--- src/rtl/adder_io_pkg.sv ---
// adder_io_pkg: shared types and constants for the adder lab input conditioning
package adder_io_pkg;
  typedef enum logic [1:0] {DB_IDLE, DB_PRESS_WAIT, DB_PRESSED, DB_RELEASE_WAIT} debounce_state_t;
  localparam int KEY_RUN = 0;
  localparam int KEY_LOADB = 1;
  localparam int KEY_CLEAR = 2;
  localparam int DEFAULT_DEBOUNCE_CYCLES = 50000;
endpackage

--- src/rtl/key_debounce.sv ---
// key_debounce: 2-flop synchroniser plus debounce FSM for one active-low button
module key_debounce
  import adder_io_pkg::*;
#(
  parameter int DEBOUNCE_CYCLES = DEFAULT_DEBOUNCE_CYCLES
) (
  input  logic Clk,
  input  logic Reset,
  input  logic key_n,
  output logic level,
  output logic press_pulse,
  output logic release_pulse
);
  localparam int CW = $clog2(DEBOUNCE_CYCLES);
  localparam logic [CW-1:0] CNT_LAST = CW'(DEBOUNCE_CYCLES - 1);
  logic s1_q, s2_q;
  debounce_state_t state_q, state_d;
  logic [CW-1:0] cnt_q, cnt_d;
  logic level_q, level_d, press_q, press_d, release_q, release_d;
  always_comb begin
    state_d = state_q;
    cnt_d = cnt_q;
    case (state_q)
      DB_IDLE: if (s2_q) begin
        state_d = DB_PRESS_WAIT;
        cnt_d = '0;
      end
      DB_PRESS_WAIT:
        if (!s2_q) state_d = DB_IDLE;
        else if (cnt_q == CNT_LAST) state_d = DB_PRESSED;
        else cnt_d = cnt_q + 1'b1;
      DB_PRESSED: if (!s2_q) begin
        state_d = DB_RELEASE_WAIT;
        cnt_d = '0;
      end
      DB_RELEASE_WAIT:
        if (s2_q) state_d = DB_PRESSED;
        else if (cnt_q == CNT_LAST) state_d = DB_IDLE;
        else cnt_d = cnt_q + 1'b1;
      default: state_d = DB_IDLE;
    endcase
    level_d = state_d == DB_PRESSED || state_d == DB_RELEASE_WAIT;
    press_d = state_q == DB_PRESS_WAIT && state_d == DB_PRESSED;
    release_d = state_q == DB_RELEASE_WAIT && state_d == DB_IDLE;
  end
  always_ff @(posedge Clk) begin
    if (Reset) begin
      s1_q <= 1'b0;
      s2_q <= 1'b0;
      state_q <= DB_IDLE;
      cnt_q <= '0;
      level_q <= 1'b0;
      press_q <= 1'b0;
      release_q <= 1'b0;
    end else begin
      s1_q <= ~key_n;
      s2_q <= s1_q;
      state_q <= state_d;
      cnt_q <= cnt_d;
      level_q <= level_d;
      press_q <= press_d;
      release_q <= release_d;
    end
  end
  assign level = level_q;
  assign press_pulse = press_q;
  assign release_pulse = release_q;
endmodule

--- src/rtl/key_conditioner.sv ---
// key_conditioner: debounced key levels/pulses and synchronised switches for the adder control path
module key_conditioner
  import adder_io_pkg::*;
#(
  parameter int N_KEYS = 3,
  parameter int DEBOUNCE_CYCLES = DEFAULT_DEBOUNCE_CYCLES,
  parameter int SW_WIDTH = 16
) (
  input  logic                Clk,
  input  logic                Reset,
  input  logic [N_KEYS-1:0]   Key_n,
  input  logic [SW_WIDTH-1:0] SW_raw,
  output logic [N_KEYS-1:0]   Key_level,
  output logic [N_KEYS-1:0]   Key_press,
  output logic [N_KEYS-1:0]   Key_release,
  output logic [SW_WIDTH-1:0] SW_sync
);
  logic [SW_WIDTH-1:0] sw_s1_q, sw_sync_q;
  for (genvar k = 0; k < N_KEYS; k++) begin : g_key
    key_debounce #(.DEBOUNCE_CYCLES(DEBOUNCE_CYCLES)) u_db (
      .Clk(Clk),
      .Reset(Reset),
      .key_n(Key_n[k]),
      .level(Key_level[k]),
      .press_pulse(Key_press[k]),
      .release_pulse(Key_release[k])
    );
  end
  always_ff @(posedge Clk) begin
    if (Reset) begin
      sw_s1_q <= '0;
      sw_sync_q <= '0;
    end else begin
      sw_s1_q <= SW_raw;
      sw_sync_q <= sw_s1_q;
    end
  end
  assign SW_sync = sw_sync_q;
endmodule

--- config.mk ---
export PLATFORM = sky130hd
export DESIGN_NAME = key_conditioner
export DESIGN_NICKNAME = d
export VERILOG_FILES = /design/src/rtl/adder_io_pkg.sv /design/src/rtl/key_debounce.sv /design/src/rtl/key_conditioner.sv
export SDC_FILE = /design/constraint.sdc
export NUM_CORES = 1
export LEC_CHECK = 0
export CORE_UTILIZATION = 52
export CTS_BUF_LIST = sky130_fd_sc_hd__clkbuf_4 sky130_fd_sc_hd__clkbuf_8
export CTS_CLUSTER_DIAMETER = 60
export DETAILED_ROUTE_END_ITERATION = 6
export PLACE_DENSITY_LB_ADDON = 0.1
export SYNTH_ARGS = -nofsm -noshare
export SYNTH_HDL_FRONTEND = slang
export SYNTH_SLANG_ARGS = --single-unit
--- constraint.sdc ---
create_clock -name Clk -period 1.6 [get_ports Clk]
set_clock_uncertainty 0.1 [all_clocks]
set_input_delay 0.16 -clock Clk [delete_from_list [all_inputs] [get_ports Clk]]
set_output_delay 0.16 -clock Clk [all_outputs]
set_load 0.01 [all_outputs]
# Yosys cells after proc, flatten, opt, wreduce, memory -nomap -nowiden

Cells that the tools add are included.

Output and inout port bits: 25
Register bits after elaboration: 101
Memories: 0
Input port bits: 21
Memory bits (writable): 0
Latch bits: 0
Logic and storage cells: 116
Memory bits (read-only): 0

$mul: 0
Shift operators: 0
Muxes and demuxes: 39
Reduce and logical (&&, ||, !) cells: 18
Equal/unequal tests: 30
Magnitude comparators: 0
$add $sub $neg: 3
Divide/modulo/power cells: 0
Bitwise operators: 3

Operator list:

| cell                    | count |
|---|---|
| $mux W16                | 15 |
| $pmux W16 S4            | 3 |
| $add A16 B1 Y16 const B | 3 |
| $eq A16 B16 Y1 const B  | 3 |
| $mux W2                 | 18 |
| $eq A2 B2 Y1 const B    | 12 |
| $pmux W2 S4             | 3 |
| $logic_not A2 Y1        | 6 |
| $ne A2 B1 Y1 const B    | 6 |
| $ne A2 B2 Y1 const B    | 6 |
| $reduce_and A4 Y1       | 3 |
| $eq A2 B1 Y1 const B    | 3 |
| $logic_and A1 B1 Y1     | 6 |
| $logic_or A1 B1 Y1      | 3 |
| $not A1 Y1              | 3 |

# Longest topological paths before layout

Gate-level depths: netlist of the first run.

Depth in word-level cells: 6
Depth in mapped cells: 7
Depth with buffers taken out: 6

# Hierarchy

A second synthesis of the first run with hierarchy kept.

Cells, all modules: 445
Area, all modules: 4155.2 µm²

Modules (own cells, without submodules):

| module                       | instances | sequential area each (µm²) | area an instance (µm²) | cells each |
|---|---|---|---|---|
| key_debounce (g_key[2].u_db) | 1         | 460.4                      | 1126.1                 | 129 |
| key_debounce (g_key[1].u_db) | 1         | 440.4                      | 1103.6                 | 127 |
| key_debounce (g_key[0].u_db) | 1         | 440.4                      | 1062.3                 | 122 |
| key_conditioner              | 1         | 640.6                      | 863.3                  | 67 |

# Worst setup path before layout of the first run

OpenSTA, ideal clock, no wires.

Path type: reg2reg
From: register g_key[2].u_db.cnt_q[0]
To: register g_key[2].u_db.cnt_q[7]
Library setup time: 71 ps
Clock period less this slack: 1711 ps
Cell stages (with the launch flop): 7
Setup slack: -111 ps
Path buffers: 0
Required time: 1429 ps
Data arrival time: 1540 ps
Cell sequence: dfxtp_1 > ha_1 > and4b_1 > nand4_1 > nand3_1 > or3_1 > a21oi_1

Longest elaborated chain between the ends: 4
Elaborated cells between the ends (all ways): 6
Those cells by class: add/sub (1); eq/ne (1); mux (4)

RTL lines:

| element                                                  | line                                   | source |
|---|---|---|
| from (decl)                                              | key_debounce.sv:18                     | `logic [CW-1:0] cnt_q, cnt_d;` |
| from (signal assigned)                                   | key_debounce.sv:59                     | `cnt_q <= cnt_d;` |
| $add A16 B1 Y16 / $eq A16 B16 Y1 (equally long branches) | --                                     |  |
| $mux W16 (*)                                             | key_debounce.sv:30, key_debounce.sv:38 |  |
| $mux W16, on equally long branches                       | key_debounce.sv:37, key_debounce.sv:29 |  |
| $pmux W16 S4 (*)                                         | key_debounce.sv:23                     | `case (state_q)` |

Every way passes the cells marked *; elsewhere a longest branch is shown, timed or not. The select of a mux whose other input is x is not followed.
A chain may end at the register's enable or synchronous reset.

# Worst setup path after layout of the first run

Same ends and word-level chain as after synthesis.

==> results of run 1 <==
## timing repair
item | 4_1_cts | 5_1_grt
resized for setup | 24 | 53
pin swaps | 7 | 26
endpoints found under the setup margin | 30 | 50
buffers inserted | 1 | 8
## logic make-up after synthesis
| group | count (synthesis) | share of synthesized area, % |
|---|---|---|
| buffers and inverters | 25 | 3.28 |
| AO/OA/AOI/OAI | 36 | 5.76 |
| flip-flops | 101 | 51.4 |
| AND/OR/NAND/NOR | 206 | 29.4 |
| adder cells (fa/ha/maj) | 3 | 0.954 |
| XOR/XNOR | 36 | 8.21 |
| multiplexers | 4 | 1.02 |
## layout make-up
type / instances / area [um^2]
multi-input combinational: 285 / 2080
sequential: 101 / 2050
fill: 529 / 1780
timing repair buffer: 117 / 1020
clock buffer: 9 / 124
tap: 99 / 124
clock inverter: 7 / 88.8
inverter: 4 / 15.0
## routing by layer
metal | share of wire [%] | vias to the layer above | wire length, um | global-route usage (%)
met5 | 0 | - | 0 | 0
met4 | 2.1 | 0 | 179 | 10.1
met3 | 5.4 | 24 | 474 | 6.09
met2 | 51 | 95 | 4440 | 38.0
met1 | 42 | 1568 | 3630 | 25.0
li1 | - | 1625 | - | -
## cell usage after synthesis, types with 5 or more instances
cell	instances	area [um^2]
nor4b_1	9	78.8
or3_1	5	31.3
xnor2_1	12	105
and3_1	6	37.5
nand2_1	24	90.1
dfxtp_1	101	2020
and4_1	5	43.8
xor2_1	23	201
nor3_1	8	40.0
nand3_1	19	95.1
o21ai_0	7	35.0
clkbuf_1	9	33.8
a21oi_1	14	70.1
nor2_1	52	195
buf_4	9	67.6
nor2b_1	35	219
nand4_1	20	125
## stage by stage
stage                     utilization (%)  hold WS, ps
after floorplan                         -          132
after CTS                            71.6         96.7
after global placement               67.3          316
final                                75.5         97.2
after global routing                 75.5         95.6
after detailed placement             67.3          325
## worst max path at each step
stage | from | end | cells past startpoint
floorplan | g_key[2].u_db.cnt_q[1]$_SDFFE_PP0P_ | g_key[2].u_db.cnt_q[6]$_SDFFE_PP0P_ | 6
global route | g_key[1].u_db.cnt_q[5]$_SDFFE_PP0P_ | g_key[1].u_db.cnt_q[0]$_SDFFE_PP0P_ | 7
finish | g_key[2].u_db.cnt_q[0]$_SDFFE_PP0P_ | g_key[2].u_db.cnt_q[7]$_SDFFE_PP0P_ | 6
detailed placement | g_key[1].u_db.cnt_q[1]$_SDFFE_PP0P_ | g_key[1].u_db.cnt_q[5]$_SDFFE_PP0P_ | 6
global placement | g_key[1].u_db.cnt_q[1]$_SDFFE_PP0P_ | g_key[1].u_db.cnt_q[13]$_SDFFE_PP0P_ | 6
CTS | g_key[2].u_db.cnt_q[1]$_SDFFE_PP0P_ | g_key[2].u_db.cnt_q[5]$_SDFFE_PP0P_ | 6
## state kept, by name, indices dropped and copies added (netlist names), 6 cells and up
register            cells
SW_sync                16
g_key.u_db.cnt_q       48
g_key.u_db.state_q      6
sw_s1_q                16
## cell usage in the layout, fill, tap and decap left out, types with 4 or more instances in the layout
cell             instances
dfxtp_4                  4
nor4b_1                  5
or3_1                    5
nand4_1                 20
nor3_2                   7
xor2_1                  22
xnor2_1                 12
nand2_1                 21
nand3_2                  4
dfxtp_2                 13
nor2_1                  52
a21oi_1                  9
clkdlybuf4s50_1         43
nand3_1                 14
o21ai_0                  6
a21oi_2                  5
buf_4                   65
and3_1                   5
nor2b_1                 35
clkbuf_8                 9
dfxtp_1                 84
buf_6                    6
## power by group
part           switching [mW]  total (mW)  internal, mW
logic                   0.112       0.250         0.138
clock network            1.03        1.66         0.638
registers              0.0162        2.57          2.56
## tightest hold or removal path, delay by kind of cell
kind | cells | cell delay [ps]
buf+inv | 2 | 320
compound gates | 1 | 50
==> flow_summary.yaml, run 1 <==
run_status:
  status: "finished, violations left"
  violations: "negative setup slack"
clock_tree:
  cts_tree: "done"
  cts_buffers: 9
  cts_htree_levels: 3
  clock-sinks: 101
  cts-root-buf: "clkbuf_8"
  hold_buffers: 0
  path_clk_slew_ps: 120
  clockBufferDepth: 2
  worstSkewPairLatency_ps: 380
min_path:
  hold_end: "g_key[1].u_db.cnt_q[1]$_SDFFE_PP0P_"
  holdCritPathClass: "in2reg"
  holdCritStartpoint: "Reset"
  hold_depth: 3
route:
  dr.first_iter.drc_count: 93
  wl_um: 8720
  drc: 0
  vias: 3312
  wire_per_inst_um: 14.0
  vias_per_cell: 5.32
  ant_nets: 0
  firstDrtPassIters: 4
setup_path:
  timing.rr.start: "g_key[2].u_db.cnt_q[0]$_SDFFE_PP0P_"
  critPathCaptureType: "register"
  reg2reg_to: "g_key[2].u_db.cnt_q[7]$_SDFFE_PP0P_"
  required_ps: 1810
  cpLargestDelayFamily: "simple AND/OR/NAND/NOR gates"
  start_kind: "register"
  critical_path.cell_chain: "ha_4 > and4b_1 > nand4_1 > nand3_2 > or3_1 > a21oi_2"
  cp_num_buf_inv: 0
  cp_slowest_cell: "dfxtp_2"
  reg2reg_depth: 6
  ff2ff_setup_slack_ps: -60
  cp.arrival_ps: 1860
  critPathMaxStageDelay_ps: 350
  crit_fanout: 6
  crit_type: "reg2reg"
run:
  cap_violations: 0
layout:
  areaGrowthSynthToFinish_pct: 40.0
  final_area_um2: 5510
  drive_gt1_share_pct: 30.8
  fin_nets: 542
  fin_cells: 622
  n_antenna_cell: 0
yosys:
  syn_nets: 435
  yosysWarnings: 0
  ys_ff_latch: 101
  synth-seq-area-share_pct: 51.4
  syn_inst: 411
  synth_ff_type: "dfxtp_1"
  avgSynthCellArea_um2: 9.57
  synth_edf_count: 0
  synth_cell_types: 47
  syn_area_um2: 3930
  async_flop_share_pct: 0
floorplan:
  die_w_um: 89.0
  start_util_pct: 53.9
  rows: 31
  ioPinCount: 46
  coreArea_um2: 7290
  die_area_um2: 7920
  die_h_um: 89.0
grt:
  grt_pass1_vias: 3055
  grtUsageTotal_pct: 21.8
  grt-ovfl-total: 0
  grt_max_degree: 36
  antenna_found_initial: 0
  grt_pass1_wl_um: 13100
sta:
  period_share_pct: 103
  final_hold_viol_count: 0
  finalMaxSlewViolations: 0
  fin_ws_ps: -55.5
  relSlewSlack_pct: 76.9
  worstMarginPinSlew_ps: 341
  max_freq_ghz: 0.604
  timing.setup.tns_ps: -221
  setup_viol: 10
  fin_crit_ps: 1660
  rsz0062_at_grt: "yes"
place:
  gp_congestion: 0.840
  dp_slack_ps: -96.0
  dpl_cell_area_um2: 4910
  io_buffers: 45
  dp_hpwl_um: 5600
  place_inst: 597
pwr:
  p_total_mw: 4.48
  power.leakage_nw: 2.04
  ir_drop_v: 0.000602
  cellPowerDensity_nw_per_um2: 814
(Power assumes the default switching activity.)
==> run 2: changes to the inputs <==
--- a/config.mk
+++ b/config.mk
@@ -5,6 +5,7 @@
 export SDC_FILE = /design/constraint.sdc
 export NUM_CORES = 1
 export LEC_CHECK = 0
+export CAP_MARGIN = 20
 export CORE_UTILIZATION = 52
 export CTS_BUF_LIST = sky130_fd_sc_hd__clkbuf_4 sky130_fd_sc_hd__clkbuf_8
 export CTS_CLUSTER_DIAMETER = 60
==> results of run 2 <==
Same layout as run 1: the final DEF is identical, and so are final timing and power.
